File: src/rtl/cu_pkg.sv
// Control-unit shared definitions: FSM states, unit indices, opcode fields.
package cu_pkg;

  localparam int unsigned XLEN      = 32;
  localparam int unsigned NUM_UNITS = 7;
  localparam int unsigned UNIT_W    = 3;
  localparam int unsigned OPC_W     = 5;
  localparam int unsigned CNT_W     = 64;

  // Unit indices; also the bit position in start/done
  localparam logic [UNIT_W-1:0] U_ALU    = 3'd0;
  localparam logic [UNIT_W-1:0] U_LOAD   = 3'd1;
  localparam logic [UNIT_W-1:0] U_STORE  = 3'd2;
  localparam logic [UNIT_W-1:0] U_BRANCH = 3'd3;
  localparam logic [UNIT_W-1:0] U_JUMP   = 3'd4;
  localparam logic [UNIT_W-1:0] U_UPPER  = 3'd5;
  localparam logic [UNIT_W-1:0] U_FPU    = 3'd6;

  // Major opcode values of ins[6:2]
  localparam logic [OPC_W-1:0] OPC_LOAD      = 5'd0;
  localparam logic [OPC_W-1:0] OPC_LOAD_FP   = 5'd1;
  localparam logic [OPC_W-1:0] OPC_OP_IMM    = 5'd4;
  localparam logic [OPC_W-1:0] OPC_AUIPC     = 5'd5;
  localparam logic [OPC_W-1:0] OPC_OP_IMM_32 = 5'd6;
  localparam logic [OPC_W-1:0] OPC_STORE     = 5'd8;
  localparam logic [OPC_W-1:0] OPC_STORE_FP  = 5'd9;
  localparam logic [OPC_W-1:0] OPC_OP        = 5'd12;
  localparam logic [OPC_W-1:0] OPC_LUI       = 5'd13;
  localparam logic [OPC_W-1:0] OPC_OP_32     = 5'd14;
  localparam logic [OPC_W-1:0] OPC_MADD      = 5'd16;
  localparam logic [OPC_W-1:0] OPC_MSUB      = 5'd17;
  localparam logic [OPC_W-1:0] OPC_NMSUB     = 5'd18;
  localparam logic [OPC_W-1:0] OPC_NMADD     = 5'd19;
  localparam logic [OPC_W-1:0] OPC_OP_FP     = 5'd20;
  localparam logic [OPC_W-1:0] OPC_BRANCH    = 5'd24;
  localparam logic [OPC_W-1:0] OPC_JALR      = 5'd25;
  localparam logic [OPC_W-1:0] OPC_JAL       = 5'd27;

  typedef enum logic [2:0] {
    ST_IDLE     = 3'd0,
    ST_FETCH    = 3'd1,
    ST_DECODE   = 3'd2,
    ST_DISPATCH = 3'd3,
    ST_WAIT     = 3'd4,
    ST_TRAP     = 3'd5
  } state_e;

  // One-hot mask for a unit index
  function automatic logic [NUM_UNITS-1:0] unit_onehot(input logic [UNIT_W-1:0] u);
    return NUM_UNITS'(1) << u;
  endfunction

endpackage

File: src/rtl/opcode_classifier.sv
// Maps an instruction word to its executing unit and flags illegal encodings.
module opcode_classifier
  import cu_pkg::*;
(
  input  logic [XLEN-1:0]   ins,
  output logic [UNIT_W-1:0] unit,
  output logic              illegal
);

  // Only the opcode field matters here
  logic unused_ins_hi;
  assign unused_ins_hi = ^ins[XLEN-1:7];

  // Opcode-to-unit lookup; anything unmapped or non-32-bit is illegal
  always_comb begin
    unit    = U_ALU;
    illegal = 1'b0;
    case (ins[6:2])
      OPC_OP_IMM, OPC_OP_IMM_32, OPC_OP, OPC_OP_32:         unit = U_ALU;
      OPC_LOAD, OPC_LOAD_FP:                                unit = U_LOAD;
      OPC_STORE, OPC_STORE_FP:                              unit = U_STORE;
      OPC_BRANCH:                                           unit = U_BRANCH;
      OPC_JALR, OPC_JAL:                                    unit = U_JUMP;
      OPC_AUIPC, OPC_LUI:                                   unit = U_UPPER;
      OPC_MADD, OPC_MSUB, OPC_NMSUB, OPC_NMADD, OPC_OP_FP:  unit = U_FPU;
      default:                                              illegal = 1'b1;
    endcase
    if (ins[1:0] != 2'b11) illegal = 1'b1;
  end

endmodule

File: src/rtl/fsm_dispatcher.sv
// Top-level sequencer: fetch, decode, dispatch to one unit, wait for completion.
module fsm_dispatcher
  import cu_pkg::*;
#(
  parameter int unsigned TIMEOUT = 64
) (
  input  logic                 clk,
  input  logic                 rst,
  input  logic                 run,
  output logic                 mem_req,
  input  logic                 mem_ready,
  input  logic [XLEN-1:0]      mem_rdata,
  output logic [XLEN-1:0]      ins,
  output logic [XLEN-1:0]      code,
  output logic [NUM_UNITS-1:0] start,
  input  logic [NUM_UNITS-1:0] done,
  output logic [UNIT_W-1:0]    owner,
  output logic                 owner_valid,
  output logic [CNT_W-1:0]     instret,
  output logic                 err_illegal,
  output logic                 err_timeout,
  output logic                 err_spurious
);

  localparam int unsigned    WD_W     = (TIMEOUT > 1) ? $clog2(TIMEOUT) : 1;
  localparam logic [WD_W-1:0] WD_LIMIT = WD_W'(TIMEOUT - 1);

  state_e                 state_q, state_d;
  logic [WD_W-1:0]        wdog_q, wdog_d;
  logic                   mem_req_d;
  logic [XLEN-1:0]        ins_d, code_d;
  logic [NUM_UNITS-1:0]   start_d;
  logic [UNIT_W-1:0]      owner_d;
  logic                   owner_valid_d;
  logic [CNT_W-1:0]       instret_d;
  logic                   err_illegal_d, err_timeout_d, err_spurious_d;
  logic [NUM_UNITS-1:0]   owner_mask;
  logic                   done_own, done_stray;

  logic [UNIT_W-1:0]      cls_unit;
  logic                   cls_illegal;

  opcode_classifier u_classifier (
    .ins     (ins),
    .unit    (cls_unit),
    .illegal (cls_illegal)
  );

  // Next-state and next-output logic; outputs are registered one cycle ahead
  always_comb begin
    state_d        = state_q;
    wdog_d         = wdog_q;
    ins_d          = ins;
    code_d         = code;
    start_d        = '0;
    owner_d        = owner;
    owner_valid_d  = owner_valid;
    instret_d      = instret;
    err_illegal_d  = err_illegal;
    err_timeout_d  = err_timeout;
    err_spurious_d = err_spurious;
    owner_mask     = unit_onehot(owner);
    done_own       = |(done & owner_mask);
    done_stray     = (state_q == ST_WAIT) ? |(done & ~owner_mask) : |done;

    case (state_q)
      ST_IDLE: begin
        if (run) state_d = ST_FETCH;
      end
      ST_FETCH: begin
        if (mem_ready) begin
          ins_d   = mem_rdata;
          state_d = ST_DECODE;
        end
      end
      ST_DECODE: begin
        code_d = XLEN'(1) << ins[6:2];
        if (cls_illegal) begin
          err_illegal_d = 1'b1;
          state_d       = ST_TRAP;
        end else begin
          start_d       = unit_onehot(cls_unit);
          owner_d       = cls_unit;
          owner_valid_d = 1'b1;
          state_d       = ST_DISPATCH;
        end
      end
      ST_DISPATCH: begin
        wdog_d  = '0;
        state_d = ST_WAIT;
      end
      ST_WAIT: begin
        if (wdog_q != '1) wdog_d = wdog_q + WD_W'(1);
        // Completion takes priority over a watchdog expiring the same cycle
        if (done_own) begin
          instret_d     = instret + CNT_W'(1);
          owner_valid_d = 1'b0;
          state_d       = run ? ST_FETCH : ST_IDLE;
        end else if (wdog_q == WD_LIMIT) begin
          err_timeout_d = 1'b1;
          owner_valid_d = 1'b0;
          state_d       = ST_TRAP;
        end
      end
      ST_TRAP: begin
        owner_valid_d = 1'b0;
      end
      default: begin
        state_d = ST_IDLE;
      end
    endcase

    if (done_stray) err_spurious_d = 1'b1;
    mem_req_d = (state_d == ST_FETCH);
  end

  // State and output registers
  always_ff @(posedge clk or posedge rst) begin
    if (rst) begin
      state_q      <= ST_IDLE;
      wdog_q       <= '0;
      mem_req      <= 1'b0;
      ins          <= '0;
      code         <= '0;
      start        <= '0;
      owner        <= '0;
      owner_valid  <= 1'b0;
      instret      <= '0;
      err_illegal  <= 1'b0;
      err_timeout  <= 1'b0;
      err_spurious <= 1'b0;
    end else begin
      state_q      <= state_d;
      wdog_q       <= wdog_d;
      mem_req      <= mem_req_d;
      ins          <= ins_d;
      code         <= code_d;
      start        <= start_d;
      owner        <= owner_d;
      owner_valid  <= owner_valid_d;
      instret      <= instret_d;
      err_illegal  <= err_illegal_d;
      err_timeout  <= err_timeout_d;
      err_spurious <= err_spurious_d;
    end
  end

endmodule

File: config.mk
export PLATFORM = sky130hd
export DESIGN_NAME = fsm_dispatcher
export DESIGN_NICKNAME = d
export VERILOG_FILES = /design/src/rtl/cu_pkg.sv /design/src/rtl/opcode_classifier.sv /design/src/rtl/fsm_dispatcher.sv
export SDC_FILE = /design/constraint.sdc
export NUM_CORES = 1
export LEC_CHECK = 0
export ABC_AREA = 1
export ABC_CLOCK_PERIOD_IN_PS = 5300
export CORE_ASPECT_RATIO = 1.75
export CORE_MARGIN = 5
export CORE_UTILIZATION = 51
export CTS_CLUSTER_DIAMETER = 100
export CTS_CLUSTER_SIZE = 28
export DETAILED_ROUTE_END_ITERATION = 16
export PLACE_DENSITY = 0.8
export REMOVE_ABC_BUFFERS = 1
export SYNTH_ARGS = -nofsm -noshare
export SYNTH_HDL_FRONTEND = slang
export SYNTH_SLANG_ARGS = --single-unit
File: constraint.sdc
create_clock -name clk -period 5.3 [get_ports clk]
set_input_delay 0.53 -clock clk [delete_from_list [all_inputs] [get_ports clk]]
set_output_delay 0.53 -clock clk [all_outputs]
set_load 0.02 [all_outputs]
==> tab_implementation.tex <==
\begin{tabular}{lr}
\hline
Metric & Value \\
\hline
\multicolumn{2}{l}{\textbf{Min path}} \\
Number of instances on the worst hold path & 2 \\
Worst min-delay path class & flip-flop to flip-flop \\
\multicolumn{2}{l}{\textbf{STA}} \\
Transition time at the pin with the least slew margin & 0.991 ns \\
Maximum clock frequency & 444 MHz \\
Final Cycle Share & 0.425 \\
RSZ-0062 raised after global routing & no \\
Setup ws final & 3.05 ns \\
Max-slew violation total from the final report & 0 \\
Skew final & 0.0125 ns \\
Worst slew margin relative to its limit & 0.340 \\
Setup-failing EPs final & 0 \\
Minimum clock period & 2.25 ns \\
Number of failing hold endpoints at the final stage & 0 \\
Setup TNS Final & 0 ns \\
\multicolumn{2}{l}{\textbf{Floorplan}} \\
Die Wd & 104 µm \\
Floorplan die area & 18200 µm² \\
Placement Rows & 60 \\
Y dimension of the die & 175 µm \\
Initial core utilization & 0.517 \\
Std-Cell Core Area & 15300 µm² \\
Number of ports placed on the die boundary & 186 \\
\multicolumn{2}{l}{\textbf{Clock network}} \\
Clk slew on worst S/H paths & 0.07 ns \\
Number of clock buffers inserted by TritonCTS & 17 \\
Clock insertion delay at the later pin of the skew report & 0.42 ns \\
H-tree levels & 4 \\
Clock net sink count & 152 \\
CTS tree & built \\
Maximum clock path buffer count & 2 \\
Root Buffer Master & clkbuf\_16 \\
Number of hold-repair buffers added at the cts stage & 0 \\
Total setup buffers inserted after CTS & 0 \\
Resized cells post-CTS & 0 \\
\multicolumn{2}{l}{\textbf{Power}} \\
Power density over the cells & 406 nW/µm² \\
Peak supply drop & 0.220 mV \\
Overall power & 4.27 mW \\
P\_leak & 4.78 nW \\
\multicolumn{2}{l}{\textbf{Job}} \\
Max-cap violations & 0 \\
\multicolumn{2}{l}{\textbf{Finish}} \\
Fill cells & 1301 \\
Area growth syn-to-layout & 32.7\% \\
Share of final-layout standard cells stronger than drive strength 1 & 0.0731 \\
Antenna fix cells & 0 \\
Layout net count & 1264 \\
\multicolumn{2}{l}{\textbf{Global route}} \\
Remaining Overflow, GRT & 0 \\
Maximum number of pins on one net before global-route repair & 110 \\
Number of global-route vias before repair & 7760 \\
Antenna violations before repair & 0 \\
First-pass GRT wire length & 39100 µm \\
Total GRT Usage & 0.268 \\
\multicolumn{2}{l}{\textbf{Worst setup path}} \\
Critical path cell sequence & clkdlybuf4s50\_1 \\
FF-to-FF path depth & 8 \\
Path length in cells of the critical path & 1 \\
Critical path endpoint category & output port \\
Worst r2r dst & instret[27]\$\_DFFE\_PP0P\_ \\
Reg2reg setup slack & 3.14 ns \\
Critical path required time & 4.77 ns \\
Critical path class & flip-flop to output port \\
Dominant delay contributor by cell family on the critical path & buffers and inverters \\
Arrival time reported for the critical path endpoint & 1.72 ns \\
Category of the worst setup path launch point & flip-flop \\
CP startpoint & ins[4]\$\_DFFE\_PP0P\_ \\
Startpoint of the lowest-slack register-to-register path & owner[2]\$\_DFFE\_PP0P\_ \\
Peak fanout along the critical path & 10 \\
Cell with the largest stage delay on the worst path & clkdlybuf4s50\_1 \\
CP bufs+invs & 1 \\
CP endpoint & ins[4] \\
Critical path's largest stage delay & 0.69 ns \\
\multicolumn{2}{l}{\textbf{Logic synthesis}} \\
Total standard cell area after synthesis & 7920 µm² \\
Gate Count Post-Synth & 1030 \\
Post-synthesis register bit count & 152 \\
EDFF count, synth & 0 \\
Main flop type after synthesis & dfrtp\_1 \\
Async SR Flop Fraction & 1.00 \\
Number of warnings issued by yosys & 0 \\
Post-Syn Area per Cell & 7.69 µm² \\
Distinct cells, synth & 35 \\
Part of the Yosys area used for sequential elements & 0.480 \\
\multicolumn{2}{l}{\textbf{Placed design}} \\
Routability cong. & 0.940 \\
HPWL Detailed & 18400 µm \\
Setup Slack @ Placement & 2.85 ns \\
Port buffer count & 185 \\
\multicolumn{2}{l}{\textbf{Drt}} \\
Wire per inst & 17.0 µm \\
Vias post-DR & 7505 \\
Routed wire length & 24100 µm \\
Count of unresolved DRC violations after routing & 0 \\
Count of TritonRoute iterations in the first routing pass & 5 \\
DRT iter0 DRCs & 413 \\
Via count normalized by instance count & 5.29 \\
Antenna-violating nets left & 0 \\
\multicolumn{2}{l}{\textbf{Run status}} \\
Result of the run & finished clean \\
\hline
\end{tabular}
kinds of logic (layout without fill, tap and decap cells):
| kind of cell | Yosys count | count (layout) | share of synthesized area |
|---|---|---|---|
| XOR/XNOR | 40 | 40 | 0.0442 |
| buffers and inverters | 120 | 322 | 0.0637 |
| AO/OA/AOI/OAI | 74 | 74 | 0.0512 |
| multiplexers | 27 | 27 | 0.0384 |
| adder cells (fa/ha/maj) | 2 | 2 | 0.00316 |
| AND/OR/NAND/NOR | 615 | 615 | 0.319 |
| flip-flops | 152 | 152 | 0.480 |
routing by layer:
layer  global-route usage  vias up  part of all wire
met5                    0        -                 0
li1                     -     3609                 -
met2                0.499      309              0.53
met3               0.0470       88             0.050
met4                0.140        0             0.056
met1                0.284     3499              0.36
power by group:
group	switching [mW]	internal, mW	total (mW)	leakage (nW)
Combinational	0.839	0.639	1.48	2.49
Sequential	0.199	1.39	1.59	2.01
Clock	0.530	0.666	1.20	0.284
cell usage after synthesis, types with 2 or more instances:
cell        n  area share
inv_2       8      0.0038
buf_2       7      0.0044
xor2_1     34       0.038
o21ai_1     6      0.0038
xnor2_1     6      0.0066
nor3_1      7      0.0044
nand3_1    37       0.023
nor2_4      2      0.0028
buf_6       3      0.0043
a21oi_1    11      0.0070
buf_4       6      0.0057
nand3b_1   11       0.010
o21ai_0    46       0.029
clkbuf_1    3      0.0014
inv_1      93       0.044
dfrtp_1   152        0.48
ha_1        2      0.0032
nand2_1   338        0.16
o31ai_1     6      0.0057
nor2_2      8      0.0063
mux2_2     27       0.038
nand4_1    22       0.017
nor2_1    183       0.087
through the flow:
stage               hold slack (ns)  instances  instance area (µm²)   util
floorplan                     0.493       1011                 7790      -
global placement              0.455       1386                 9920  0.647
finish                        0.475       1418                10500  0.686
detailed placement            0.458       1386                 9920  0.647
global route                  0.503       1418                10500  0.686
CTS                           0.481       1418                10500  0.686
sequential cells by signal, summed over array words and instances (netlist names):
| signal | cells |
|---|---|
| err_spurious | 1 |
| state_q | 3 |
| ins | 32 |
| mem_req | 1 |
| instret | 64 |
| owner_valid | 1 |
| code | 32 |
| owner | 3 |
| wdog_q | 6 |
| start | 7 |
| err_timeout | 1 |
| err_illegal | 1 |
layout by cell type (no fill, tap or decap), types with 4 or more instances in the layout:
cell type	n
xor2_1	34
a21oi_1	10
inv_1	92
o21ai_1	6
o31ai_1	6
clkdlybuf4s50_1	185
xnor2_1	6
nor2_1	183
nand3_1	37
dfrtp_1	152
o21ai_0	46
inv_6	5
clkbuf_16	17
nand3b_1	11
nor3_1	7
nand4_1	22
buf_4	4
nand2_1	338
nor2_2	8
inv_2	8
mux2_2	27
how the worst min path moves through the flow:
stage	from	endpoint	slack, ns
after floorplan	wdog_q[5]$_DFFE_PP0P_	wdog_q[5]$_DFFE_PP0P_	0.49
after global placement	err_illegal$_DFFE_PP0P_	err_illegal$_DFFE_PP0P_	0.46
final	err_timeout$_DFFE_PP0P_	err_timeout$_DFFE_PP0P_	0.48
after CTS	err_timeout$_DFFE_PP0P_	err_timeout$_DFFE_PP0P_	0.48
after detailed placement	err_timeout$_DFFE_PP0P_	err_timeout$_DFFE_PP0P_	0.46
after global routing	err_timeout$_DFFE_PP0P_	err_timeout$_DFFE_PP0P_	0.50
layout make-up:
| class | count | area [µm²] | area share |
|---|---|---|---|
| clock buffer | 17 | 425 | 0.0405 |
| clock inverter | 15 | 163 | 0.0155 |
| inverter | 101 | 384 | 0.0366 |
| multi-input combinational | 758 | 3610 | 0.344 |
| sequential | 152 | 3800 | 0.362 |
| tap | 186 | 233 | 0.0222 |
| timing repair buffer | 189 | 1880 | 0.179 |
No activity file was read; power rests on OpenSTA's default activity.
